## config.mk

```make
export PLATFORM = sky130hd
export DESIGN_NAME = fmap_port_scheduler_flat
export DESIGN_NICKNAME = d
export VERILOG_FILES = /design/src/rtl/fmap_port_scheduler_pkg.sv /design/src/rtl/fmap_port_scheduler_if.sv /design/src/rtl/fmap_port_scheduler_write_stage.sv /design/src/rtl/fmap_port_scheduler.sv /design/src/flat_wrapper.sv
export SDC_FILE = /design/constraint.sdc
export NUM_CORES = 1
export LEC_CHECK = 0
export ABC_AREA = 1
export ABC_CLOCK_PERIOD_IN_PS = 2200
export CAP_MARGIN = 20
export CELL_PAD_IN_SITES_DETAIL_PLACEMENT = 1
export CELL_PAD_IN_SITES_GLOBAL_PLACEMENT = 1
export CORE_AREA = 2 2 167 169
export DETAILED_ROUTE_END_ITERATION = 8
export DIE_AREA = 0 0 169 171
export PLACE_DENSITY = 0.84
export SKIP_CTS_REPAIR_TIMING = 1
export SLEW_MARGIN = 20
export SYNTH_ARGS = -nofsm -noshare
export SYNTH_HDL_FRONTEND = slang
export SYNTH_SLANG_ARGS = --single-unit
export TNS_END_PERCENT = 20
```

## constraint.sdc

```tcl
create_clock -name clk -period 2.2 [get_ports clk]
set_input_delay 0.33 -clock clk [delete_from_list [all_inputs] [get_ports clk]]
set_output_delay 0.33 -clock clk [all_outputs]
set_load 0.02 [all_outputs]
```

## src/rtl/fmap_port_scheduler_pkg.sv

```systemverilog
// Shared types and default widths for the feature-map port scheduler.
package fmap_port_scheduler_pkg;

    localparam int unsigned DEFAULT_STALL_CNT_BITS = 16;
    localparam int unsigned DEFAULT_DATA_WIDTH     = 48;
    localparam int unsigned DEFAULT_ADDR_WIDTH     = 10;

    typedef enum logic {
        OWNER_CONV = 1'b0,
        OWNER_POOL = 1'b1
    } fmap_owner_t;

    typedef enum logic [1:0] {
        CONV_OWN      = 2'd0,
        DRAIN_TO_POOL = 2'd1,
        POOL_OWN      = 2'd2,
        DRAIN_TO_CONV = 2'd3
    } sched_state_t;

endpackage

```

## src/rtl/fmap_port_scheduler_if.sv

```systemverilog
// Requester-side read/write bundle for one feature-map client (conv or pool).
interface fmap_port_scheduler_if #(
    parameter int unsigned DATA_WIDTH = 48,
    parameter int unsigned ADDR_WIDTH = 10
);
    logic                  rd_req;
    logic [ADDR_WIDTH-1:0] rd_addr;
    logic                  rd_gnt;
    logic                  rd_valid;
    logic [DATA_WIDTH-1:0] rd_data;
    logic                  wr_req;
    logic [ADDR_WIDTH-1:0] wr_addr;
    logic [DATA_WIDTH-1:0] wr_data;
    logic                  wr_gnt;

    // Requester side drives requests and consumes grants/data.
    modport master (
        output rd_req, rd_addr, wr_req, wr_addr, wr_data,
        input  rd_gnt, rd_valid, rd_data, wr_gnt
    );

    // Scheduler side consumes requests and drives grants/data.
    modport slave (
        input  rd_req, rd_addr, wr_req, wr_addr, wr_data,
        output rd_gnt, rd_valid, rd_data, wr_gnt
    );
endinterface

```

## src/rtl/fmap_port_scheduler_write_stage.sv

```systemverilog
// Write-stage register feeding BRAM port B, plus same-address read forwarding.
module fmap_write_stage #(
    parameter int unsigned DATA_WIDTH = 48,
    parameter int unsigned ADDR_WIDTH = 10
) (
    input  logic                  clk,
    input  logic                  rst_n,
    input  logic                  clear,
    input  logic                  wr_en,
    input  logic [ADDR_WIDTH-1:0] wr_addr,
    input  logic [DATA_WIDTH-1:0] wr_data,
    input  logic                  rd_en,
    input  logic [ADDR_WIDTH-1:0] rd_addr,
    output logic                  stage_valid,
    output logic [ADDR_WIDTH-1:0] stage_addr,
    output logic [DATA_WIDTH-1:0] stage_data,
    output logic                  fwd_valid,
    output logic [DATA_WIDTH-1:0] fwd_data
);

    logic fwd_hit_c;

    // A read issued while the staged write to the same word commits would see stale BRAM data.
    always_comb begin
        fwd_hit_c = rd_en && stage_valid && (stage_addr == rd_addr);
    end

    // Stage accepted writes for one cycle and remember forwarded data for the read return.
    always_ff @(posedge clk or negedge rst_n) begin
        if (!rst_n) begin
            stage_valid <= 1'b0;
            stage_addr  <= '0;
            stage_data  <= '0;
            fwd_valid   <= 1'b0;
            fwd_data    <= '0;
        end else if (clear) begin
            stage_valid <= 1'b0;
            stage_addr  <= '0;
            stage_data  <= '0;
            fwd_valid   <= 1'b0;
            fwd_data    <= '0;
        end else begin
            stage_valid <= wr_en;
            if (wr_en) begin
                stage_addr <= wr_addr;
                stage_data <= wr_data;
            end
            fwd_valid <= fwd_hit_c;
            if (fwd_hit_c) begin
                fwd_data <= stage_data;
            end
        end
    end

endmodule

```

## src/rtl/fmap_port_scheduler.sv

```systemverilog
// Time-shares the dual-port feature-map BRAM between the conv and pool engines.
module fmap_port_scheduler
    import fmap_port_scheduler_pkg::*;
#(
    parameter int unsigned BRAM_DATA_WIDTH = DEFAULT_DATA_WIDTH,
    parameter int unsigned BRAM_ADDR_WIDTH = DEFAULT_ADDR_WIDTH,
    parameter int unsigned STALL_CNT_BITS  = DEFAULT_STALL_CNT_BITS
) (
    input  logic                       clk,
    input  logic                       rst_n,
    input  logic                       sys_reset,
    input  logic                       mode_conv,
    output logic                       owner_conv,
    output logic                       switch_done,
    output logic [STALL_CNT_BITS-1:0]  stall_count,
    fmap_port_scheduler_if.slave       conv,
    fmap_port_scheduler_if.slave       pool,
    output logic                       bram_a_en,
    output logic [BRAM_ADDR_WIDTH-1:0] bram_a_addr,
    input  logic [BRAM_DATA_WIDTH-1:0] bram_a_rdata,
    output logic                       bram_b_we,
    output logic [BRAM_ADDR_WIDTH-1:0] bram_b_addr,
    output logic [BRAM_DATA_WIDTH-1:0] bram_b_wdata
);

    sched_state_t                state;
    sched_state_t                state_next;
    logic                        owner_conv_next;
    logic                        switch_done_next;
    logic                        conv_own_c;
    logic                        pool_own_c;
    logic                        conv_rd_gnt_c;
    logic                        pool_rd_gnt_c;
    logic                        conv_wr_gnt_c;
    logic                        pool_wr_gnt_c;
    logic                        rd_en_c;
    logic [BRAM_ADDR_WIDTH-1:0]  rd_addr_c;
    logic                        wr_en_c;
    logic [BRAM_ADDR_WIDTH-1:0]  wr_addr_c;
    logic [BRAM_DATA_WIDTH-1:0]  wr_data_c;
    logic                        denied_c;
    logic                        drain_empty_c;
    logic                        rd_inflight;
    fmap_owner_t                 rd_tag;
    logic                        fwd_valid;
    logic [BRAM_DATA_WIDTH-1:0]  fwd_data;
    logic [BRAM_DATA_WIDTH-1:0]  rd_word_c;

    // State register with registered owner flag and switch pulse.
    always_ff @(posedge clk or negedge rst_n) begin
        if (!rst_n) begin
            state       <= CONV_OWN;
            owner_conv  <= 1'b1;
            switch_done <= 1'b0;
        end else if (sys_reset) begin
            state       <= CONV_OWN;
            owner_conv  <= 1'b1;
            switch_done <= 1'b0;
        end else begin
            state       <= state_next;
            owner_conv  <= owner_conv_next;
            switch_done <= switch_done_next;
        end
    end

    // Next-state: request a drain on mode change, hand over once both pipes are empty.
    always_comb begin
        state_next = state;
        unique case (state)
            CONV_OWN:      if (!mode_conv)   state_next = DRAIN_TO_POOL;
            DRAIN_TO_POOL: if (drain_empty_c) state_next = POOL_OWN;
            POOL_OWN:      if (mode_conv)    state_next = DRAIN_TO_CONV;
            DRAIN_TO_CONV: if (drain_empty_c) state_next = CONV_OWN;
            default:                         state_next = CONV_OWN;
        endcase
    end

    // Outputs: grants only in the owner's own state, owner flag and switch pulse follow the state.
    always_comb begin
        conv_own_c       = 1'b0;
        pool_own_c       = 1'b0;
        owner_conv_next  = 1'b1;
        switch_done_next = 1'b0;
        conv_own_c       = (state == CONV_OWN);
        pool_own_c       = (state == POOL_OWN);
        owner_conv_next  = (state_next == CONV_OWN) || (state_next == DRAIN_TO_POOL);
        switch_done_next = ((state == DRAIN_TO_POOL) || (state == DRAIN_TO_CONV))
                           && (state_next != state);
    end

    always_comb begin
        conv_rd_gnt_c = conv.rd_req && conv_own_c;
        pool_rd_gnt_c = pool.rd_req && pool_own_c;
        conv_wr_gnt_c = conv.wr_req && conv_own_c;
        pool_wr_gnt_c = pool.wr_req && pool_own_c;
        rd_en_c       = conv_rd_gnt_c || pool_rd_gnt_c;
        rd_addr_c     = pool_own_c ? pool.rd_addr : conv.rd_addr;
        wr_en_c       = conv_wr_gnt_c || pool_wr_gnt_c;
        wr_addr_c     = pool_own_c ? pool.wr_addr : conv.wr_addr;
        wr_data_c     = pool_own_c ? pool.wr_data : conv.wr_data;
        denied_c      = (conv.rd_req && !conv_rd_gnt_c) || (pool.rd_req && !pool_rd_gnt_c)
                     || (conv.wr_req && !conv_wr_gnt_c) || (pool.wr_req && !pool_wr_gnt_c);
        drain_empty_c = !rd_inflight && !bram_b_we;
    end

    assign conv.rd_gnt = conv_rd_gnt_c;
    assign pool.rd_gnt = pool_rd_gnt_c;
    assign conv.wr_gnt = conv_wr_gnt_c;
    assign pool.wr_gnt = pool_wr_gnt_c;
    assign bram_a_en   = rd_en_c;
    assign bram_a_addr = rd_addr_c;

    // Track the single outstanding read and which requester it belongs to.
    always_ff @(posedge clk or negedge rst_n) begin
        if (!rst_n) begin
            rd_inflight <= 1'b0;
            rd_tag      <= OWNER_CONV;
        end else if (sys_reset) begin
            rd_inflight <= 1'b0;
            rd_tag      <= OWNER_CONV;
        end else begin
            rd_inflight <= rd_en_c;
            rd_tag      <= pool_rd_gnt_c ? OWNER_POOL : OWNER_CONV;
        end
    end

    // Saturating count of cycles in which any request was refused.
    always_ff @(posedge clk or negedge rst_n) begin
        if (!rst_n) begin
            stall_count <= '0;
        end else if (sys_reset) begin
            stall_count <= '0;
        end else if (denied_c && (stall_count != '1)) begin
            stall_count <= stall_count + STALL_CNT_BITS'(1);
        end
    end

    // Return data: forwarded write data wins over the stale BRAM word.
    always_comb begin
        rd_word_c = fwd_valid ? fwd_data : bram_a_rdata;
    end

    assign conv.rd_valid = rd_inflight && (rd_tag == OWNER_CONV);
    assign pool.rd_valid = rd_inflight && (rd_tag == OWNER_POOL);
    assign conv.rd_data  = conv.rd_valid ? rd_word_c : '0;
    assign pool.rd_data  = pool.rd_valid ? rd_word_c : '0;

    fmap_write_stage #(
        .DATA_WIDTH (BRAM_DATA_WIDTH),
        .ADDR_WIDTH (BRAM_ADDR_WIDTH)
    ) u_write_stage (
        .clk         (clk),
        .rst_n       (rst_n),
        .clear       (sys_reset),
        .wr_en       (wr_en_c),
        .wr_addr     (wr_addr_c),
        .wr_data     (wr_data_c),
        .rd_en       (rd_en_c),
        .rd_addr     (rd_addr_c),
        .stage_valid (bram_b_we),
        .stage_addr  (bram_b_addr),
        .stage_data  (bram_b_wdata),
        .fwd_valid   (fwd_valid),
        .fwd_data    (fwd_data)
    );

endmodule

```

## src/flat_wrapper.sv

```systemverilog
// flat-port wrapper written by rule: the top's interface ports become plain ports
module fmap_port_scheduler_flat import fmap_port_scheduler_pkg::*;
#(
    parameter int unsigned BRAM_DATA_WIDTH = DEFAULT_DATA_WIDTH,
    parameter int unsigned BRAM_ADDR_WIDTH = DEFAULT_ADDR_WIDTH,
    parameter int unsigned STALL_CNT_BITS  = DEFAULT_STALL_CNT_BITS
)
  (clk, rst_n, sys_reset, mode_conv, owner_conv, switch_done, stall_count, bram_a_en, bram_a_addr, bram_a_rdata, bram_b_we, bram_b_addr, bram_b_wdata, conv_rd_req, conv_rd_addr, conv_wr_req, conv_wr_addr, conv_wr_data, conv_rd_gnt, conv_rd_valid, conv_rd_data, conv_wr_gnt, pool_rd_req, pool_rd_addr, pool_wr_req, pool_wr_addr, pool_wr_data, pool_rd_gnt, pool_rd_valid, pool_rd_data, pool_wr_gnt);
  fmap_port_scheduler_if #(.DATA_WIDTH(48), .ADDR_WIDTH(10)) conv_i ();
  fmap_port_scheduler_if #(.DATA_WIDTH(48), .ADDR_WIDTH(10)) pool_i ();
  input  logic clk;
  input  logic rst_n;
  input  logic sys_reset;
  input  logic mode_conv;
  output logic owner_conv;
  output logic switch_done;
  output logic [STALL_CNT_BITS-1:0] stall_count;
  output logic bram_a_en;
  output logic [BRAM_ADDR_WIDTH-1:0] bram_a_addr;
  input  logic [BRAM_DATA_WIDTH-1:0] bram_a_rdata;
  output logic bram_b_we;
  output logic [BRAM_ADDR_WIDTH-1:0] bram_b_addr;
  output logic [BRAM_DATA_WIDTH-1:0] bram_b_wdata;
  input wire logic [$bits(conv_i.rd_req)-1:0] conv_rd_req;
  input wire logic [$bits(conv_i.rd_addr)-1:0] conv_rd_addr;
  input wire logic [$bits(conv_i.wr_req)-1:0] conv_wr_req;
  input wire logic [$bits(conv_i.wr_addr)-1:0] conv_wr_addr;
  input wire logic [$bits(conv_i.wr_data)-1:0] conv_wr_data;
  output wire logic [$bits(conv_i.rd_gnt)-1:0] conv_rd_gnt;
  output wire logic [$bits(conv_i.rd_valid)-1:0] conv_rd_valid;
  output wire logic [$bits(conv_i.rd_data)-1:0] conv_rd_data;
  output wire logic [$bits(conv_i.wr_gnt)-1:0] conv_wr_gnt;
  input wire logic [$bits(pool_i.rd_req)-1:0] pool_rd_req;
  input wire logic [$bits(pool_i.rd_addr)-1:0] pool_rd_addr;
  input wire logic [$bits(pool_i.wr_req)-1:0] pool_wr_req;
  input wire logic [$bits(pool_i.wr_addr)-1:0] pool_wr_addr;
  input wire logic [$bits(pool_i.wr_data)-1:0] pool_wr_data;
  output wire logic [$bits(pool_i.rd_gnt)-1:0] pool_rd_gnt;
  output wire logic [$bits(pool_i.rd_valid)-1:0] pool_rd_valid;
  output wire logic [$bits(pool_i.rd_data)-1:0] pool_rd_data;
  output wire logic [$bits(pool_i.wr_gnt)-1:0] pool_wr_gnt;
  assign conv_i.rd_req = conv_rd_req;
  assign conv_i.rd_addr = conv_rd_addr;
  assign conv_i.wr_req = conv_wr_req;
  assign conv_i.wr_addr = conv_wr_addr;
  assign conv_i.wr_data = conv_wr_data;
  assign conv_rd_gnt = conv_i.rd_gnt;
  assign conv_rd_valid = conv_i.rd_valid;
  assign conv_rd_data = conv_i.rd_data;
  assign conv_wr_gnt = conv_i.wr_gnt;
  assign pool_i.rd_req = pool_rd_req;
  assign pool_i.rd_addr = pool_rd_addr;
  assign pool_i.wr_req = pool_wr_req;
  assign pool_i.wr_addr = pool_wr_addr;
  assign pool_i.wr_data = pool_wr_data;
  assign pool_rd_gnt = pool_i.rd_gnt;
  assign pool_rd_valid = pool_i.rd_valid;
  assign pool_rd_data = pool_i.rd_data;
  assign pool_wr_gnt = pool_i.wr_gnt;
  fmap_port_scheduler #(.BRAM_DATA_WIDTH(BRAM_DATA_WIDTH), .BRAM_ADDR_WIDTH(BRAM_ADDR_WIDTH), .STALL_CNT_BITS(STALL_CNT_BITS)) u_core (.clk(clk), .rst_n(rst_n), .sys_reset(sys_reset), .mode_conv(mode_conv), .owner_conv(owner_conv), .switch_done(switch_done), .stall_count(stall_count), .conv(conv_i), .pool(pool_i), .bram_a_en(bram_a_en), .bram_a_addr(bram_a_addr), .bram_a_rdata(bram_a_rdata), .bram_b_we(bram_b_we), .bram_b_addr(bram_b_addr), .bram_b_wdata(bram_b_wdata));
endmodule
```

==> results.sh, run 1 <==
export IMPL_status="finished, violations left"
export IMPL_violations="setup timing"
export IMPL_die_area_sq_um=28900
export IMPL_power_frac_seq=0.336
export IMPL_cts_tree="built"
export IMPL_synth_seq_cells=130
export IMPL_worstSetupPathType="flip-flop to output pin"
export IMPL_synth_cells=938
export IMPL_nets=1494
export IMPL_swShare=0.329
export IMPL_die_w_microns=169
export IMPL_finalPower_w=0.00810
export IMPL_path_cells="buf_12 > mux2i_2 > nor2_1 > clkdlybuf4s50_1"
export IMPL_grt_antenna_before_repair=0
export IMPL_post_route_min_period_ps=2470
export IMPL_slew_headroom=0.677
export IMPL_setup_violations=11
export IMPL_powerDensity_nw_per_um2=638
export IMPL_grt_ovfl_total=0
export IMPL_pre_cts_slack_ps=45.1
export IMPL_clock_skew_ps=14.9
export IMPL_mostFrequentLayoutCell="clkdlybuf4s50_1"
export IMPL_drt_total_wl_mm=32.9
export IMPL_initial_core_util=0.274
export IMPL_grt_pass1_wl_mm=49.0
export IMPL_cp_slowest_stage_delay_ps=540
export IMPL_post_route_period_util=1.12
export IMPL_r2r_end="u_core.u_write_stage.fwd_data[27]$_DFFE_PN0P_"
export IMPL_path_max_fanout=18
export IMPL_switchingPower_w=0.00266
export IMPL_area_delta_synth_final_pct=69.3
export IMPL_leakagePower_nw=7.02
export IMPL_cts_root_buffer="clkbuf_16"
export IMPL_syn_area_sq_um=7490
export IMPL_power_share_clock=0.372
export IMPL_first_pass_iters=5
export IMPL_min_path_type="primary input to asynchronous set/reset pin"
export IMPL_intPower_w=0.00543
export IMPL_n_antenna_cell=0
export IMPL_slowest_stage="clkdlybuf4s50_1"
export IMPL_first_iter_violations=479
export IMPL_critPathTopFamily="buffers and inverters"
export IMPL_rrSetupSlack_ps=150
export IMPL_grt_max_degree=75
export IMPL_clkLatencyLatePin_ps=420
export IMPL_rsz0062_at_grt="true"
export IMPL_track_usage=0.218
export IMPL_drive_gt1_frac=0.0868
export IMPL_clockBufferDepth=2
export IMPL_avgViaCountPerCell=5.03
export IMPL_synth_cell_type_count=27
export IMPL_maxCapViolCount=0
export IMPL_place_congestion=0.833
export IMPL_drc=0
export IMPL_core_sq_um=27300
export IMPL_first_global_vias=8477
export IMPL_final_cell_mix="clkdlybuf4s50_1, nor2_1, nand3_1"
export IMPL_tightest_slew_ps=485
export IMPL_peakVddDrop_mv=0.375
export IMPL_arrival_ps=2140
export IMPL_cp_end_kind="output pin"
export IMPL_yosysSeqAreaShare=0.434
export IMPL_worst_r2r_startpoint="u_core.state[0]$_DFF_PN0_"
export IMPL_avgSynthCellArea_sq_um=7.99
export IMPL_fp_row_count=61
export IMPL_ios=382
export IMPL_synth_warning_count=0
export IMPL_ff2ff_path_depth=12
export IMPL_clk_pin_slew_ps=70
export IMPL_hold_violations=0
export IMPL_critPathBufInv=2
export IMPL_layout_setup_ws_ps=-273
export IMPL_cts_sinks=130
export IMPL_synth_nets=1131
export IMPL_postRouteAntennaNets=0
export IMPL_h_tree_depth=4
export IMPL_io_buffers=381
export IMPL_fill_cells=3201
export IMPL_setup_tns_ps=-2370
export IMPL_required_ps=1870
export IMPL_max_freq_mhz=404
export IMPL_vias=8350
export IMPL_dp_hpwl_mm=24.1
export IMPL_wl_per_cell_microns=19.8
export IMPL_cts_made_buffers=17
export IMPL_slew_viol_final=0
export IMPL_start_kind="flip-flop"
export IMPL_final_util=0.464
export IMPL_combPwrFrac=0.292
export IMPL_die_h_microns=171
## power by group through the flow
stage	logic (W)	clock network, W	registers (W)
final	0.00237	0.00301	0.00272
after global routing	0.00254	0.00318	0.00274
after global placement	0.00234	0	0.00274
after CTS	0.00240	0.00308	0.00271
after detailed placement	0.00239	0	0.00275
after floorplan	0.000903	0	0.00290
## cells by family after synthesis
kind of cell             synth area share
AO/OA/AOI/OAI                      0.0615
XOR/XNOR                          0.00468
adder cells (fa/ha/maj)           0.00167
buffers and inverters              0.0760
flip-flops                          0.434
multiplexers                        0.128
AND/OR/NAND/NOR                     0.293
## how the worst max path moves through the flow
stage                     slack [ps]                                startpoint                                 to  cells past startpoint
after floorplan                  280  u_core.u_write_stage.fwd_valid$_DFF_PN0_                   conv_rd_data[27]                      5
after global placement            90                               conv_rd_req                          bram_a_en                      4
after detailed placement          50                 u_core.state[0]$_DFF_PN0_  u_core.stall_count[8]$_DFFE_PN0P_                     10
after CTS                       -350  u_core.u_write_stage.fwd_valid$_DFF_PN0_                   conv_rd_data[24]                      4
after global routing            -330  u_core.u_write_stage.fwd_valid$_DFF_PN0_                    pool_rd_data[8]                      4
final                           -270  u_core.u_write_stage.fwd_valid$_DFF_PN0_                   pool_rd_data[17]                      4
## routing by layer
| layer | up-vias | track usage | part of all wire |
|---|---|---|---|
| li1 | 3929 | - | - |
| met3 | 44 | 0.0372 | 0.042 |
| met4 | 0 | 0.0628 | 0.019 |
| met5 | - | 0 | 0 |
| met1 | 4135 | 0.275 | 0.42 |
| met2 | 242 | 0.384 | 0.52 |
## registers in the layout, indices dropped and copies added (netlist names)
name,cells
u_core.switch_done,1
u_core.rd_inflight,1
u_core.owner_conv,1
u_core.u_write_stage.fwd_valid,1
u_core.stall_count,16
u_core.rd_tag,1
u_core.state,2
u_core.u_write_stage.stage_addr,10
u_core.u_write_stage.stage_valid,1
u_core.u_write_stage.fwd_data,48
u_core.u_write_stage.stage_data,48
## stage by stage
step / hold slack [ps] / area, sq um / cells
5_1_grt: 458 / 12700 / 1660
2_1_floorplan: 34.4 / 7490 / 938
6_report: 432 / 12700 / 1660
3_5_place_dp: 308 / 11800 / 1624
4_1_cts: -144 / 12500 / 1656
3_3_place_gp: 308 / 11800 / 1624
## worst register-to-register path: cells and delay by family (launching register included)
family,cells,cell delay (ps)
DFF,1,470
buffers and inverters,3,490
and+or+nand+nor,9,960
## area by class of cell
class,count,area (sq um),share of cell area
timing repair buffer,417,4400,0.347
multi-input combinational,676,3750,0.296
sequential,130,3260,0.257
clock buffer,18,439,0.0346
tap,346,433,0.0341
inverter,59,226,0.0179
clock inverter,14,178,0.0140
## synth_stat cells, drive strengths merged
cell    instances  area [sq um]
buf            32           194
inv            59           221
nand4          56           350
nand2         137           517
nand3         141           706
clkbuf         41           154
dfstp           1          26.3
nor2          144           546
nor3           13          65.1
o32ai          10          87.6
ha              1          12.5
mux2i          96           961
o31ai           2          15.0
dfrtp         129          3230
a31oi           1          6.26
nand3b          2          15.0
xor2            4          35.0
o21ai          60           304
a211oi          1          7.51
a21oi           8          40.0
(Power assumes the default switching activity.)
==> run 2, diff against run 1 <==
--- a/config.mk
+++ b/config.mk
@@ -6,14 +6,14 @@
 export NUM_CORES = 1
 export LEC_CHECK = 0
 export ABC_AREA = 1
-export ABC_CLOCK_PERIOD_IN_PS = 2200
+export ABC_CLOCK_PERIOD_IN_PS = 3200
 export CAP_MARGIN = 20
 export CELL_PAD_IN_SITES_DETAIL_PLACEMENT = 1
 export CELL_PAD_IN_SITES_GLOBAL_PLACEMENT = 1
-export CORE_AREA = 2 2 167 169
+export CORE_AREA = 2 2 162 164
 export DETAILED_ROUTE_END_ITERATION = 8
-export DIE_AREA = 0 0 169 171
-export PLACE_DENSITY = 0.84
+export DIE_AREA = 0 0 164 166
+export PLACE_DENSITY = 0.89
 export SKIP_CTS_REPAIR_TIMING = 1
 export SLEW_MARGIN = 20
 export SYNTH_ARGS = -nofsm -noshare
==> constraint.sdc (replaced) <==
create_clock -name clk -period 3.2 [get_ports clk]
set_input_delay 0.48 -clock clk [delete_from_list [all_inputs] [get_ports clk]]
set_output_delay 0.48 -clock clk [all_outputs]
set_load 0.02 [all_outputs]
==> run 2 against run 1 <==
Compared with the run above:
- sequential share of layout area rose by 0.83 points
- die area fell by 5.8%
- clock skew is 3.0 ps higher
- flip-flop and latch count unchanged
- count of clock-buffer cells in the layout is the same
- the flow now finishes without violations
- via count grew 0.17%
- sequential power down 32%
- combinational power fell by 32%
- clock power decreased by 30%
==> results.sh, run 2 (synthesis gave the netlist of run 1 again) <==
export IMPL_dp_cells=1604
export IMPL_first_global_vias=8846
export IMPL_tightest_slew_ps=792
export IMPL_start_kind="flip-flop"
export IMPL_critPathBufInv=2
export IMPL_fp_row_count=59
export IMPL_required_ps=2720
export IMPL_cts_root_buffer="clkbuf_16"
export IMPL_area_delta_synth_final_pct=63.9
export IMPL_io_buffers=381
export IMPL_path_depth=4
export IMPL_grt_antenna_before_repair=0
export IMPL_avgViaCountPerCell=5.11
export IMPL_clkLatencyLatePin_ps=420
export IMPL_peakVddDrop_mv=0.309
export IMPL_ios=382
export IMPL_cts_sinks=130
export IMPL_switchingPower_w=0.00184
export IMPL_first_pass_iters=5
export IMPL_intPower_w=0.00374
export IMPL_n_antenna_cell=0
export IMPL_top_regs="u_core.u_write_stage.fwd_data: 48 flops, u_core.u_write_stage.stage_data: 48 flops, u_core.stall_count: 16 flops"
export IMPL_post_route_min_period_ps=2990
export IMPL_track_usage=0.241
export IMPL_grt_max_degree=75
export IMPL_die_w_microns=164
export IMPL_fill_cells=3034
export IMPL_power_share_clock=0.375
export IMPL_final_area_sq_um=12300
export IMPL_finalPower_w=0.00558
export IMPL_min_path_type="primary input to asynchronous set/reset pin"
export IMPL_hold_violations=0
export IMPL_mostFrequentLayoutCell="clkdlybuf4s50_1"
export IMPL_max_freq_mhz=334
export IMPL_drc=0
export IMPL_slew_headroom=0.470
export IMPL_first_iter_violations=451
export IMPL_cts_tree="built"
export IMPL_combPwrFrac=0.290
export IMPL_worstSetupPathType="flip-flop to output pin"
export IMPL_setup_tns_ps=0
export IMPL_cts_made_buffers=17
export IMPL_cp_slowest_stage_delay_ps=620
export IMPL_power_frac_seq=0.334
export IMPL_clock_skew_ps=17.8
export IMPL_core_sq_um=25600
export IMPL_leakagePower_nw=5.50
export IMPL_nets=1481
export IMPL_placed_area_sq_um=11700
export IMPL_clk_pin_slew_ps=60
export IMPL_h_tree_depth=4
export IMPL_maxCapViolCount=0
export IMPL_vias=8364
export IMPL_powerDensity_nw_per_um2=454
export IMPL_hold_slack_ps=89.1
export IMPL_drive_gt1_frac=0.0530
export IMPL_wl_per_cell_microns=20.0
export IMPL_grt_pass1_wl_mm=51.1
export IMPL_final_cell_mix="clkdlybuf4s50_1, nor2_1, nand3_1"
export IMPL_initial_core_util=0.292
export IMPL_setup_violations=0
export IMPL_ff2ff_path_depth=12
export IMPL_status="complete, no violations"
export IMPL_slew_viol_final=0
export IMPL_grt_ovfl_total=0
export IMPL_place_congestion=0.915
export IMPL_dp_hpwl_mm=24.8
export IMPL_path_cells="nand2_2 > buf_4 > nor2_1 > clkdlybuf4s50_1"
export IMPL_cp_end_kind="output pin"
export IMPL_drt_total_wl_mm=32.7
export IMPL_clockBufferDepth=2
export IMPL_path_max_fanout=29
export IMPL_post_route_period_util=0.935
export IMPL_die_area_sq_um=27200
export IMPL_seqCellArea_sq_um=3260
export IMPL_rsz0062_at_grt="false"
export IMPL_multi_input_area_sq_um=3690
export IMPL_instances_no_fill=1636
export IMPL_postRouteAntennaNets=0
export IMPL_critPathTopFamily="buffers and inverters"
export IMPL_slowest_stage="clkdlybuf4s50_1"
export IMPL_die_h_microns=166
export IMPL_swShare=0.329
export IMPL_arrival_ps=2510
## run 2: final cells by class
cell class	count	area share
repair buffers	404	0.331
multi-input cells	676	0.300
flip-flops and latches	130	0.265
clock buffers	18	0.0358
well taps	335	0.0341
inverters	59	0.0182
clock inverters	14	0.0153
## run 2: worst paths after layout
path / to / from / slack (ps)
max in group asynchronous: u_core.u_write_stage.stage_data[19]$_DFFE_PN0P_ / rst_n / 2380
min in group clk: u_core.u_write_stage.fwd_data[40]$_DFFE_PN0P_ / u_core.u_write_stage.fwd_data[40]$_DFFE_PN0P_ / 500
hold / removal: u_core.u_write_stage.fwd_data[35]$_DFFE_PN0P_ / rst_n / 90
setup / recovery: pool_rd_data[7] / u_core.rd_inflight$_DFF_PN0_ / 210
setup reg to reg: u_core.u_write_stage.fwd_data[33]$_DFFE_PN0P_ / u_core.state[0]$_DFF_PN0_ / 630
hold reg to reg: u_core.u_write_stage.fwd_data[40]$_DFFE_PN0P_ / u_core.u_write_stage.fwd_data[40]$_DFFE_PN0P_ / 500
## run 2: metal layers
layer  routed length, microns  GRT usage  part of all wire
met5                        0          0                 0
met3                     1650     0.0509             0.050
met4                     1040     0.0812             0.032
met2                    16300      0.406              0.50
met1                    13700      0.305              0.42
## run 2: metrics by stage
step / setup slack, ps / utilization
3_3_place_gp: 703 / 0.455
2_1_floorplan: 1130 / -
5_1_grt: 102 / 0.479
6_report: 209 / 0.479
4_1_cts: 208 / 0.479
3_5_place_dp: 667 / 0.455
## run 2: power groups by stage
| stage | combinational, W | clock [W] | sequential [W] |
|---|---|---|---|
| floorplan | 0.000621 | 0 | 0.00199 |
| global placement | 0.00159 | 0 | 0.00188 |
| detailed placement | 0.00163 | 0 | 0.00189 |
| CTS | 0.00163 | 0.00214 | 0.00186 |
| global route | 0.00174 | 0.00221 | 0.00188 |
| finish | 0.00162 | 0.00210 | 0.00186 |
==> run 3, diff against run 2 <==
--- a/config.mk
+++ b/config.mk
@@ -10,9 +10,9 @@
 export CAP_MARGIN = 20
 export CELL_PAD_IN_SITES_DETAIL_PLACEMENT = 1
 export CELL_PAD_IN_SITES_GLOBAL_PLACEMENT = 1
-export CORE_AREA = 2 2 162 164
+export CORE_AREA = 8 8 168 170
 export DETAILED_ROUTE_END_ITERATION = 8
-export DIE_AREA = 0 0 164 166
+export DIE_AREA = 0 0 176 178
 export PLACE_DENSITY = 0.89
 export SKIP_CTS_REPAIR_TIMING = 1
 export SLEW_MARGIN = 20
==> run 3 against run 2 <==
Compared with the run above:
- clock skew is 7.8 ps lower
- global-route usage is 2.7 points lower
- count of clock-buffer cells in the layout stayed put
- die area rose by 15%
- non-clock buffer count down 5
- utilization grew 0.088 points
- clock power grew 9%
- worst setup slack got worse by 1.7 ps
- sequential power about the same
==> results.sh, run 3 (synthesis gave the netlist of run 1 again) <==
export IMPL_die_h_microns=178
export IMPL_required_ps=2720
export IMPL_drt_total_wl_mm=34.6
export IMPL_wl_per_cell_microns=21.2
export IMPL_placed_area_sq_um=11600
export IMPL_n_antenna_cell=0
export IMPL_path_cells="buf_12 > mux2i_1 > nor2_1 > clkdlybuf4s50_1"
export IMPL_postRouteAntennaNets=0
export IMPL_post_route_min_period_ps=2990
export IMPL_min_path_type="primary input to asynchronous set/reset pin"
export IMPL_power_frac_seq=0.323
export IMPL_nets=1476
export IMPL_h_tree_depth=4
export IMPL_ff2ff_path_depth=11
export IMPL_place_congestion=0.905
export IMPL_multi_input_area_sq_um=3690
export IMPL_clk_pin_slew_ps=60
export IMPL_final_cell_mix="clkdlybuf4s50_1, nor2_1, nand3_1"
export IMPL_grt_antenna_before_repair=1
export IMPL_dp_cells=1599
export IMPL_cts_made_buffers=17
export IMPL_intPower_w=0.00400
export IMPL_fp_row_count=59
export IMPL_core_sq_um=25600
export IMPL_slowest_stage="dfrtp_4"
export IMPL_drive_gt1_frac=0.0479
export IMPL_fill_cells=3000
export IMPL_die_area_sq_um=31300
export IMPL_worstSetupPathType="flip-flop to output pin"
export IMPL_cts_sinks=130
export IMPL_cp_slowest_stage_delay_ps=720
export IMPL_clockBufferDepth=2
export IMPL_post_route_period_util=0.935
export IMPL_critPathTopFamily="buffers and inverters"
export IMPL_status="complete, no violations"
export IMPL_final_util=0.480
export IMPL_first_pass_iters=4
export IMPL_power_share_clock=0.397
export IMPL_rrSetupSlack_ps=650
export IMPL_grt_pass1_wl_mm=52.2
export IMPL_avgViaCountPerCell=5.07
export IMPL_first_global_vias=9030
export IMPL_cp_end_kind="output pin"
export IMPL_worst_r2r_startpoint="u_core.state[1]$_DFF_PN0_"
export IMPL_ios=382
export IMPL_clock_skew_ps=10.0
export IMPL_slew_headroom=0.321
export IMPL_combPwrFrac=0.280
export IMPL_start_kind="flip-flop"
export IMPL_setup_tns_ps=0
export IMPL_r2r_end="u_core.u_write_stage.fwd_data[10]$_DFFE_PN0P_"
export IMPL_die_w_microns=176
export IMPL_dp_hpwl_mm=26.9
export IMPL_vias=8258
export IMPL_path_max_fanout=25
export IMPL_swShare=0.307
export IMPL_setup_violations=0
export IMPL_rsz0062_at_grt="false"
export IMPL_cts_tree="built"
export IMPL_top_regs="u_core.u_write_stage.fwd_data: 48 flops, u_core.u_write_stage.stage_data: 48 flops, u_core.stall_count: 16 flops"
export IMPL_max_freq_mhz=334
export IMPL_cts_root_buffer="clkbuf_16"
export IMPL_seqCellArea_sq_um=3260
export IMPL_arrival_ps=2510
export IMPL_area_delta_synth_final_pct=64.2
export IMPL_tightest_slew_ps=1020
export IMPL_instances_no_fill=1630
export IMPL_drc=0
export IMPL_leakagePower_nw=5.50
export IMPL_grt_max_degree=76
export IMPL_io_buffers=381
export IMPL_initial_core_util=0.292
export IMPL_maxCapViolCount=0
export IMPL_track_usage=0.214
export IMPL_critPathBufInv=2
export IMPL_first_iter_violations=449
export IMPL_powerDensity_nw_per_um2=469
export IMPL_switchingPower_w=0.00177
export IMPL_grt_ovfl_total=0
export IMPL_clkLatencyLatePin_ps=410
export IMPL_mostFrequentLayoutCell="clkdlybuf4s50_1"
export IMPL_peakVddDrop_mv=0.318
export IMPL_final_area_sq_um=12300
export IMPL_slew_viol_final=0
export IMPL_hold_violations=0
[run 3: worst reg2reg max path: stages, from the launching register on]
cell and delay [ps]:
dfrtp_1 510, inv_1 110, nor2_1 350, nand2_1 130, nand2_1 110, nand2_1 70
nand2_1 130, nand2_1 120, nor2_4 110, buf_4 490, nand4_1 220, nand2_1 130
[run 3: final cells by class]
cell class	instances	share of cell area
repair buffers	399	0.327
multi-input cells	676	0.300
well taps	335	0.0341
inverters	59	0.0182
clock inverters	13	0.0209
clock buffers	18	0.0349
flip-flops and latches	130	0.265
[run 3: worst max path at each step]
stage / start / end / depth (start not counted)
final: u_core.u_write_stage.fwd_valid$_DFF_PN0_ / conv_rd_data[24] / 4
after global routing: u_core.u_write_stage.fwd_valid$_DFF_PN0_ / conv_rd_data[24] / 4
after CTS: u_core.u_write_stage.fwd_valid$_DFF_PN0_ / conv_rd_data[24] / 4
after detailed placement: u_core.u_write_stage.fwd_valid$_DFF_PN0_ / conv_rd_data[24] / 4
after floorplan: u_core.u_write_stage.fwd_valid$_DFF_PN0_ / conv_rd_data[27] / 5
after global placement: u_core.u_write_stage.fwd_valid$_DFF_PN0_ / conv_rd_data[24] / 4
[run 3: stage by stage]
stage	setup WS, ps	total power (W)	hold slack (ps)
floorplan	1130	0.00261	184
global placement	670	0.00346	485
detailed placement	608	0.00351	493
CTS	165	0.00584	100
global route	84.0	0.00601	118
finish	207	0.00577	67.7
[run 3: power groups by stage]
stage	sequential, W	combinational (W)	clock, W
after global routing	0.00188	0.00173	0.00240
after detailed placement	0.00189	0.00162	0
after CTS	0.00186	0.00163	0.00234
after floorplan	0.00199	0.000621	0
final	0.00186	0.00162	0.00229
after global placement	0.00188	0.00158	0
[run 3: metal layers]
layer  part of all wire  track usage
met5                  0            0
met4              0.033       0.0816
met3              0.050       0.0404
met2               0.52        0.386
met1               0.40        0.247
